File: src/rtl/yin_pkg.sv
// -----------------------------------------------------------------------------
// yin_pkg
// Shared definitions for the YIN lag-sweep scheduler slice.
//   TAU_W       : width of every lag (tau) bus
//   WINDOW_LEN  : window length for the default WINDOW_SIZE_BITS
//   window_len(): window length for an arbitrary WINDOW_SIZE_BITS
//   state_t     : scheduler FSM states
// -----------------------------------------------------------------------------
package yin_pkg;

    localparam int unsigned TAU_W                    = 6;
    localparam int unsigned WINDOW_SIZE_BITS_DEFAULT = 8;
    localparam int unsigned WINDOW_LEN               = 2 ** WINDOW_SIZE_BITS_DEFAULT;

    typedef enum logic [2:0] {
        ST_IDLE    = 3'd0,
        ST_CLEAR   = 3'd1,
        ST_RUN     = 3'd2,
        ST_CAPTURE = 3'd3,
        ST_DONE    = 3'd4
    } state_t;

    function automatic int unsigned window_len(input int unsigned bits);
        return 32'd1 << bits;
    endfunction

endpackage

File: src/rtl/yin_tau_scheduler_min_tracker.sv
// -----------------------------------------------------------------------------
// yin_min_tracker
// Running minimum of d(tau) over one sweep.
//   i_clk        : system clock
//   i_reset      : synchronous active-high reset
//   i_clear      : start of a new sweep, forget the previous minimum
//   i_update     : offer (i_tau, i_value) as a candidate this cycle
//   o_best_tau   : lag of the smallest value seen so far
//   o_best_value : smallest value seen so far (all-ones when empty)
// Strict less-than: lags arrive in increasing order, so an equal value never
// displaces the earlier (smaller) lag.
// -----------------------------------------------------------------------------
module yin_min_tracker
    import yin_pkg::*;
#(
    parameter int unsigned DATA_W = 64
) (
    input  logic              i_clk,
    input  logic              i_reset,
    input  logic              i_clear,
    input  logic              i_update,
    input  logic [TAU_W-1:0]  i_tau,
    input  logic [DATA_W-1:0] i_value,
    output logic [TAU_W-1:0]  o_best_tau,
    output logic [DATA_W-1:0] o_best_value
);

    logic [TAU_W-1:0]  r_best_tau;
    logic [DATA_W-1:0] r_best_value;

    always_ff @(posedge i_clk) begin
        if (i_reset || i_clear) begin
            r_best_tau   <= '0;
            r_best_value <= '1;
        end else if (i_update && (i_value < r_best_value)) begin
            r_best_tau   <= i_tau;
            r_best_value <= i_value;
        end
    end

    assign o_best_tau   = r_best_tau;
    assign o_best_value = r_best_value;

endmodule

File: src/rtl/yin_tau_scheduler.sv
// -----------------------------------------------------------------------------
// yin_tau_scheduler
// Sweeps the diff_module datapath over tau = TAU_MIN..MAX_TAU for one frame,
// streams each d(tau) and reports the minimum.
//   clk, reset        : clock, synchronous active-high reset
//   start, abort      : begin sweep (IDLE/DONE only), cancel sweep
//   busy, frame_lock  : sweep in progress / upstream must hold data_in
//   diff_reset        : clears diff_module
//   diff_tau          : lag presented to diff_module
//   diff_ready        : diff_module result available
//   diff_accumulator  : diff_module result
//   d_valid/d_tau/d_value       : one pulse per captured lag
//   done                         : one pulse at sweep end (normal or watchdog)
//   result_valid/best_tau/best_value : minimum over the sweep
//   error                        : sticky watchdog flag
// Timing per lag: CLEAR 1 cycle, RUN until diff_ready, CAPTURE 1 cycle.
// -----------------------------------------------------------------------------
module yin_tau_scheduler
    import yin_pkg::*;
#(
    parameter int unsigned WINDOW_SIZE_BITS        = 8,
    parameter int unsigned INTERMEDIATE_DATA_WIDTH = 64,
    parameter int unsigned TAU_MIN                 = 1,
    parameter int unsigned MAX_TAU                 = 40,
    parameter int unsigned WATCHDOG_CYCLES         = (2 ** WINDOW_SIZE_BITS) + 16
) (
    input  logic                               clk,
    input  logic                               reset,
    input  logic                               start,
    input  logic                               abort,
    output logic                               busy,
    output logic                               frame_lock,
    output logic                               diff_reset,
    output logic [TAU_W-1:0]                   diff_tau,
    input  logic                               diff_ready,
    input  logic [INTERMEDIATE_DATA_WIDTH-1:0] diff_accumulator,
    output logic                               d_valid,
    output logic [TAU_W-1:0]                   d_tau,
    output logic [INTERMEDIATE_DATA_WIDTH-1:0] d_value,
    output logic                               done,
    output logic                               result_valid,
    output logic [TAU_W-1:0]                   best_tau,
    output logic [INTERMEDIATE_DATA_WIDTH-1:0] best_value,
    output logic                               error
);

    localparam int unsigned DW          = INTERMEDIATE_DATA_WIDTH;
    localparam int unsigned RUN_CYCLES  = window_len(WINDOW_SIZE_BITS) + 1;
    localparam int unsigned WD_W        = $clog2(WATCHDOG_CYCLES + 1);
    localparam logic [TAU_W-1:0] TAU_FIRST = TAU_W'(TAU_MIN);
    localparam logic [TAU_W-1:0] TAU_LAST  = TAU_W'(MAX_TAU);
    localparam logic [WD_W-1:0]  WD_LAST   = WD_W'(WATCHDOG_CYCLES - 1);

    if (TAU_MIN < 1) begin : g_bad_tau_min
        $error("TAU_MIN must be at least 1");
    end
    if (MAX_TAU > 63 || MAX_TAU < TAU_MIN) begin : g_bad_max_tau
        $error("MAX_TAU must lie in TAU_MIN..63");
    end
    if (WATCHDOG_CYCLES <= RUN_CYCLES) begin : g_bad_watchdog
        $error("WATCHDOG_CYCLES must exceed the normal RUN length");
    end

    state_t            r_state;
    logic              r_busy;
    logic              r_diff_reset;
    logic [TAU_W-1:0]  r_diff_tau;
    logic [WD_W-1:0]   r_wd;
    logic              r_d_valid;
    logic [TAU_W-1:0]  r_d_tau;
    logic [DW-1:0]     r_d_value;
    logic              r_done;
    logic              r_result_valid;
    logic              r_error;

    logic              w_start_acc;
    logic              w_update;

    // abort outranks start in every state, including the tracker controls
    assign w_start_acc = start && !abort && ((r_state == ST_IDLE) || (r_state == ST_DONE));
    assign w_update    = !abort && (r_state == ST_CAPTURE);

    always_ff @(posedge clk) begin
        if (reset) begin
            r_state        <= ST_IDLE;
            r_busy         <= 1'b0;
            r_diff_reset   <= 1'b1;
            r_diff_tau     <= TAU_FIRST;
            r_wd           <= '0;
            r_d_valid      <= 1'b0;
            r_d_tau        <= '0;
            r_d_value      <= '0;
            r_done         <= 1'b0;
            r_result_valid <= 1'b0;
            r_error        <= 1'b0;
        end else begin
            r_d_valid <= 1'b0;
            r_done    <= 1'b0;
            if (abort) begin
                r_state        <= ST_IDLE;
                r_busy         <= 1'b0;
                r_diff_reset   <= 1'b1;
                r_result_valid <= 1'b0;
            end else begin
                case (r_state)
                    ST_IDLE, ST_DONE: begin
                        r_diff_reset <= 1'b1;
                        if (w_start_acc) begin
                            r_state        <= ST_CLEAR;
                            r_busy         <= 1'b1;
                            r_diff_tau     <= TAU_FIRST;
                            r_result_valid <= 1'b0;
                            r_error        <= 1'b0;
                        end
                    end
                    ST_CLEAR: begin
                        r_state      <= ST_RUN;
                        r_diff_reset <= 1'b0;
                        r_wd         <= '0;
                    end
                    ST_RUN: begin
                        if (diff_ready) begin
                            r_state      <= ST_CAPTURE;
                            r_d_valid    <= 1'b1;
                            r_d_tau      <= r_diff_tau;
                            r_d_value    <= diff_accumulator;
                            // datapath result is latched, so clear it early
                            r_diff_reset <= 1'b1;
                        end else if (r_wd == WD_LAST) begin
                            r_state        <= ST_DONE;
                            r_busy         <= 1'b0;
                            r_diff_reset   <= 1'b1;
                            r_done         <= 1'b1;
                            r_result_valid <= 1'b0;
                            r_error        <= 1'b1;
                        end else begin
                            r_wd <= r_wd + 1'b1;
                        end
                    end
                    ST_CAPTURE: begin
                        r_diff_reset <= 1'b1;
                        if (r_diff_tau == TAU_LAST) begin
                            r_state        <= ST_DONE;
                            r_busy         <= 1'b0;
                            r_done         <= 1'b1;
                            r_result_valid <= 1'b1;
                        end else begin
                            r_state    <= ST_CLEAR;
                            r_diff_tau <= r_diff_tau + 1'b1;
                        end
                    end
                    default: begin
                        r_state      <= ST_IDLE;
                        r_busy       <= 1'b0;
                        r_diff_reset <= 1'b1;
                    end
                endcase
            end
        end
    end

    yin_min_tracker #(
        .DATA_W (DW)
    ) u_min_tracker (
        .i_clk        (clk),
        .i_reset      (reset),
        .i_clear      (w_start_acc),
        .i_update     (w_update),
        .i_tau        (r_d_tau),
        .i_value      (r_d_value),
        .o_best_tau   (best_tau),
        .o_best_value (best_value)
    );

    assign busy         = r_busy;
    assign frame_lock   = r_busy;
    assign diff_reset   = r_diff_reset;
    assign diff_tau     = r_diff_tau;
    assign d_valid      = r_d_valid;
    assign d_tau        = r_d_tau;
    assign d_value      = r_d_value;
    assign done         = r_done;
    assign result_valid = r_result_valid;
    assign error        = r_error;

endmodule

File: config.mk
export PLATFORM = sky130hd
export DESIGN_NAME = yin_tau_scheduler
export DESIGN_NICKNAME = d
export VERILOG_FILES = /design/src/rtl/yin_pkg.sv /design/src/rtl/yin_tau_scheduler_min_tracker.sv /design/src/rtl/yin_tau_scheduler.sv
export SDC_FILE = /design/constraint.sdc
export NUM_CORES = 1
export LEC_CHECK = 0
export CORE_MARGIN = 3
export CORE_UTILIZATION = 55
export DETAILED_ROUTE_END_ITERATION = 10
export DONT_BUFFER_PORTS = 1
export HOLD_SLACK_MARGIN = 0.08
export PLACE_DENSITY = 0.83
export SYNTH_ARGS = -nofsm -noshare
export SYNTH_HDL_FRONTEND = slang
export SYNTH_SLANG_ARGS = --single-unit
File: constraint.sdc
create_clock -name clk -period 2.6 [get_ports clk]
set_clock_uncertainty 0.2 [all_clocks]
set_input_delay 0.52 -clock clk [delete_from_list [all_inputs] [get_ports clk]]
set_output_delay 0.52 -clock clk [all_outputs]
set_load 0.005 [all_outputs]
; Word level (Yosys, flattened, before mapping)
; Index checks and enable logic that the tools add are counted.
; W data, S select, Z words.
[totals]
elab_cells = 83
reg_bits = 164
output_inout_bits = 153
in_bits = 69
[classes]
addsub = 2
eq_ne = 13
bitwise_logic = 3
reduce_logical = 22
order_cmp = 1
muxes = 29
[op_table]
columns = operator, n
row1 = $lt A64 B64 Y1, 1
row2 = $mux W9, 2
row3 = $pmux W9 S2, 1
row4 = $reduce_and A5 Y1, 3
row5 = $mux W1, 13
row6 = $mux W3, 4
row7 = $mux W6, 2
row8 = $pmux W3 S4, 1
row9 = $pmux W6 S2, 1
row10 = $add A9 B1 Y9 const B, 1
row11 = $eq A9 B9 Y1 const B, 1
row12 = $ne A2 B2 Y1 const B, 4
row13 = $reduce_and A4 Y1, 2
row14 = $add A6 B1 Y6 const B, 1
row15 = $eq A3 B2 Y1 const B, 2
row16 = $eq A6 B6 Y1 const B, 1
row17 = $pmux W1 S2, 3
row18 = $reduce_bool A2 Y1, 3
row19 = $logic_and A1 B1 Y1, 4
row20 = $ne A2 B1 Y1 const B, 2
row21 = $pmux W1 S4, 1
row22 = $reduce_or A2 Y1, 2
row23 = $eq A3 B1 Y1 const B, 1
row24 = $eq A3 B3 Y1 const B, 1
row25 = 10 further kinds, 13

; Depth between registers and ports, before layout
[depth]
ltp_word = 5
depth_mapped = 11
ltp_nobuf = 9

; Hierarchy
; Synthesis repeated with hierarchy kept, for this count alone.
[unflattened]
hier_cells = 1035
area_unflattened_um2 = 8458.1
[by_module_without_submodules]
columns = module, area_each_um2, cells_each, seq_area_each_um2, n_inst
row1 = yin_min_tracker, 4635.7, 558, 1401.3, 1
row2 = yin_tau_scheduler, 3822.4, 477, 1881.8, 1

; Worst setup path before layout
; OpenSTA, ideal clock, no wires.
[synth_path]
path_kind = register to register
start = register u_min_tracker.r_best_value[46], in the netlist u_min_tracker.o_best_value[46]
end = register u_min_tracker.r_best_value[10], in the netlist u_min_tracker.o_best_value[10]
path_buffers = 2
required_ns = 2.328
arrival_ns = 2.229
stages_incl_launch_ff = 12
path_slack_ns = 0.099
period_less_slack_ns = 2.501
path_cell_list = dfxtp_1 > inv_1 > ha_1 > nand4_1 > nor4_2 > nand2_1 > nor4_2 > nand3_1 > o211ai_2 > buf_6 > buf_12 > mux2i_1
[synth_between]
elab_chain_cells = 2
[synth_rtl]
columns = item, line_no
row1 = start: declaration, yin_tau_scheduler_min_tracker.sv:29  ; logic [DATA_W-1:0] r_best_value;
row2 = start signal: assignment, yin_tau_scheduler_min_tracker.sv:37  ; r_best_value <= i_value;
row3 = $lt A64 B64 Y1, yin_tau_scheduler_min_tracker.sv:35  ; end else if (i_update && (i_value < r_best_value)) begin
row4 = $logic_and A1 B1 Y1, yin_tau_scheduler_min_tracker.sv:35
; No other way between the ends.
; A chain may end at the register's enable or synchronous reset.

; Worst setup path after layout
[layout_path]
start = register u_min_tracker.r_best_value[15], in the netlist u_min_tracker.o_best_value[15]
end = register u_min_tracker.r_best_value[49], in the netlist u_min_tracker.o_best_value[49]
; The elaborated chain is that of the path after synthesis.

==> impl_metrics.yaml <==
worst_setup_path:
  end_kind: "register"
  max_stage_delay_ps: 340
  reg2reg_depth: 12
  path_buf_inv: 4
  critical_path.cell_chain: "inv_1, ha_1, nand4_1, nor3_2, o211ai_1, o221ai_1, a21oi_2, o211ai_4, buf_12, buf_4, buf_12, mux2i_1"
  crit_slowest_cell: "dfxtp_1"
  cpMostUsedCell: "buf_12"
  r2r_slack_ps: -220
  start_kind: "register"
  worstSetupPathType: "reg2reg"
  worstPathArrival_ps: 2970
  crit_required_ps: 2740
  crit_family: "compound AO/OA/AOI/OAI gates"
  r2r-start: "u_min_tracker.o_best_value[15]"
  crit_fanout: 7
  r2r-end: "u_min_tracker.o_best_value[49]"
synthesis:
  ys_ff_latch: 164
  synth_edf_count: 0
  synth-async-reset-ratio_pct: 0
  postSynthAreaPerCell_sq_um: 8.15
  synthCells: 979
  synth_fp_nets: 1114
  ys.flop_type: "dfxtp_1"
  synth_cell_types: 48
  seq_area_frac_synth_pct: 41.2
  yosysWarningCount: 0
  netlist_area_sq_um: 7980
route:
  drt-initial-drc-count: 436
  drt_wl_total_microns: 24900
  ant_nets: 0
  drcViolationCount: 0
  first_pass_iters: 5
  wl_per_cell_microns: 18.6
  viasPerCell: 5.64
  num_vias: 7578
cts:
  cts_buffers: 17
  clkTransAtPathRegs_ps: 70
  cts-htree-levels: 4
  clk_latency_ps: 430
  cts_tree: "built"
  clockBufferDepth: 2
  clockRootBuffer: "clkbuf_16"
  clock_sinks: 164
power_and_ir_drop:
  switchingPower_uw: 1290
  p_comb_share_pct: 7.1
  p_leak_uw: 0.00547
  switching_share_pct: 24.3
  seqPwrFrac_pct: 48.2
  p_clk_share_pct: 44.7
  peakVddDrop_uv: 493
  p_int_uw: 4030
  powerDensity_nw_per_um2: 501
layout:
  register_area_sq_um: 3300
  area_growth_pct: 32.9
  multiInputGateArea_sq_um: 4330
  design_area_sq_um: 10600
  nFillCells: 870
  num-nets-final: 1285
  layout-drive-gt1-share_pct: 19.3
  fin_cells: 1343
  num_antenna_cells: 0
worst_hold_path:
  worstHoldEndpoint: "r_state[1]"
  min-delay-start: "start"
  hold_depth: 2
  hp-class: "in2reg"
grt:
  overflow: 0
  grt_pass1_vias: 7545
  grt_max_degree: 93
  antenna_found_initial: 0
  grt_pass1_wl_microns: 38200
  grtUsageTotal_pct: 29.6
sta:
  fin_setup_tns_ps: -7730
  period_needed_ps: 2820
  max_freq_mhz: 354
  max-slew-margin-rel_pct: 40.6
  layout_setup_ws_ps: -221
  period_share_pct: 109
  setup_viol: 70
  finalHoldViolations: 0
  tightest_slew_ps: 887
  rsz0062_at_grt: "true"
  report.final.slew_viol_count: 0
die:
  dieArea_sq_um: 16000
  io_pins: 222
  num_rows: 43
  fp.dieW_microns: 126
  core_sq_um: 14000
  die_h_microns: 126
  start_util_pct: 56.8
run:
  drv_cap: 0
placed_design:
  hpwl_microns: 14600
  dpl_cell_area_sq_um: 8870
  routabilityCongestion: 0.848
  place_inst: 1231
  port_buffers: 0
run_status:
  violations: "negative setup slack"
  status: "finished with violations"
## what timing repair did
item	CTS	global route
endpoints found under the setup margin	70	70
setup buffers	8	3
cloned	5	2
hold buffers	65	0
resized for setup	37	23
pin swaps	9	3
hold endpoints to repair	71	0
## sequential cells by signal, indices dropped and copies added, names as in the netlist
name,flops
r_state,3
r_wd,9
d_value,64
u_min_tracker.o_best_tau,6
done,1
d_tau,6
diff_reset,1
u_min_tracker.o_best_value,64
d_valid,1
diff_tau,6
result_valid,1
busy,1
error,1
## placed cells by master, fill, tap and decap left out, types with 3 or more instances in the layout
| cell type | n |
|---|---|
| ha_4 | 9 |
| ha_1 | 57 |
| a21o_1 | 5 |
| inv_2 | 6 |
| nor2_1 | 165 |
| nor3_1 | 6 |
| xor2_1 | 5 |
| buf_12 | 9 |
| clkbuf_1 | 4 |
| buf_16 | 3 |
| inv_1 | 65 |
| nand4_1 | 12 |
| xnor2_1 | 7 |
| a21oi_1 | 103 |
| dfxtp_2 | 11 |
| nand2_1 | 179 |
| clkinv_4 | 4 |
| mux2i_2 | 5 |
| buf_4 | 123 |
| nand3_2 | 3 |
| clkinvlp_4 | 3 |
| clkbuf_16 | 19 |
| a211oi_1 | 4 |
| dfxtp_1 | 153 |
| nand2_2 | 4 |
| dlygate4sd3_1 | 64 |
| nor4_4 | 3 |
| o21ai_0 | 13 |
| nand3_1 | 8 |
| nor4_1 | 3 |
| mux2i_1 | 66 |
## per-layer routing
metal  up-vias  routed length, microns  GRT usage, %
met1      3575                    9510          33.0
met2       363                   12400          51.1
met3        72                    2170          9.18
li1       3568                       -             -
met4         0                     863          14.6
met5         -                       0             0
## power groups by stage
stage / registers, uW / clock network, uW / logic (uW)
5_1_grt: 2560 / 2490 / 409
3_3_place_gp: 2620 / 0 / 238
6_report: 2560 / 2380 / 377
3_5_place_dp: 2620 / 0 / 245
4_1_cts: 2560 / 2380 / 355
2_1_floorplan: 2620 / 0 / 190
## synth_stat cells (2+ instances only)
| library cell | number | area (sq um) |
|---|---|---|
| a21o_1 | 5 | 37.5 |
| xnor2_1 | 7 | 61.3 |
| and2b_1 | 2 | 15.0 |
| o21ai_0 | 13 | 65.1 |
| a21oi_1 | 104 | 521 |
| mux2i_1 | 72 | 721 |
| buf_4 | 3 | 22.5 |
| nor4_2 | 2 | 25.0 |
| o211ai_1 | 2 | 15.0 |
| buf_12 | 7 | 140 |
| dfxtp_1 | 164 | 3280 |
| inv_1 | 71 | 267 |
| nor2_1 | 166 | 623 |
| and3_1 | 2 | 12.5 |
| nand2_1 | 182 | 683 |
| xor2_1 | 5 | 43.8 |
| o21ai_2 | 2 | 17.5 |
| nor4_1 | 4 | 25.0 |
| nand4_1 | 12 | 75.1 |
| buf_2 | 2 | 10.0 |
| nor3_1 | 7 | 35.0 |
| nand2b_1 | 2 | 12.5 |
| or2_2 | 2 | 12.5 |
| a211oi_1 | 5 | 37.5 |
| clkbuf_1 | 38 | 143 |
| nand3_1 | 11 | 55.1 |
| ha_1 | 66 | 826 |
## how the worst max path moves through the flow
| stage | start | end | slack, ps | depth (start not counted) |
|---|---|---|---|---|
| after floorplan | u_min_tracker.o_best_value[46] | u_min_tracker.o_best_value[10] | 100 | 11 |
| after global placement | u_min_tracker.o_best_value[29] | u_min_tracker.o_best_value[49] | -320 | 10 |
| after detailed placement | u_min_tracker.o_best_value[31] | u_min_tracker.o_best_value[48] | -440 | 10 |
| after CTS | u_min_tracker.o_best_value[42] | u_min_tracker.o_best_value[13] | -120 | 13 |
| after global routing | u_min_tracker.o_best_value[15] | u_min_tracker.o_best_value[45] | -280 | 11 |
| final | u_min_tracker.o_best_value[15] | u_min_tracker.o_best_value[49] | -220 | 12 |
## metrics by stage
step	hold WS [ps]	setup slack, ps	power [uW]	utilization (%)
floorplan	254	98.9	2810	-
finish	107	-221	5320	75.5
CTS	82.4	-117	5300	74.4
detailed placement	279	-439	2860	63.2
global route	120	-284	5470	75.5
global placement	270	-317	2850	63.2
## layout make-up
type	count	share of cell area, %
clock buffers	21	4.15
clock inverters	11	1.00
inverters	71	2.51
multi-input cells	692	40.8
flip-flops and latches	164	31.1
well taps	180	2.12
repair buffers	204	18.3
## kinds of logic after synthesis
group / synth area share (%)
adder cells (fa/ha/maj): 10.4
flip-flops: 41.2
XOR/XNOR: 1.32
AND/OR/NAND/NOR: 20.3
buffers and inverters: 7.48
multiplexers: 9.18
AO/OA/AOI/OAI: 10.2
No activity file was read; power rests on OpenSTA's default activity.
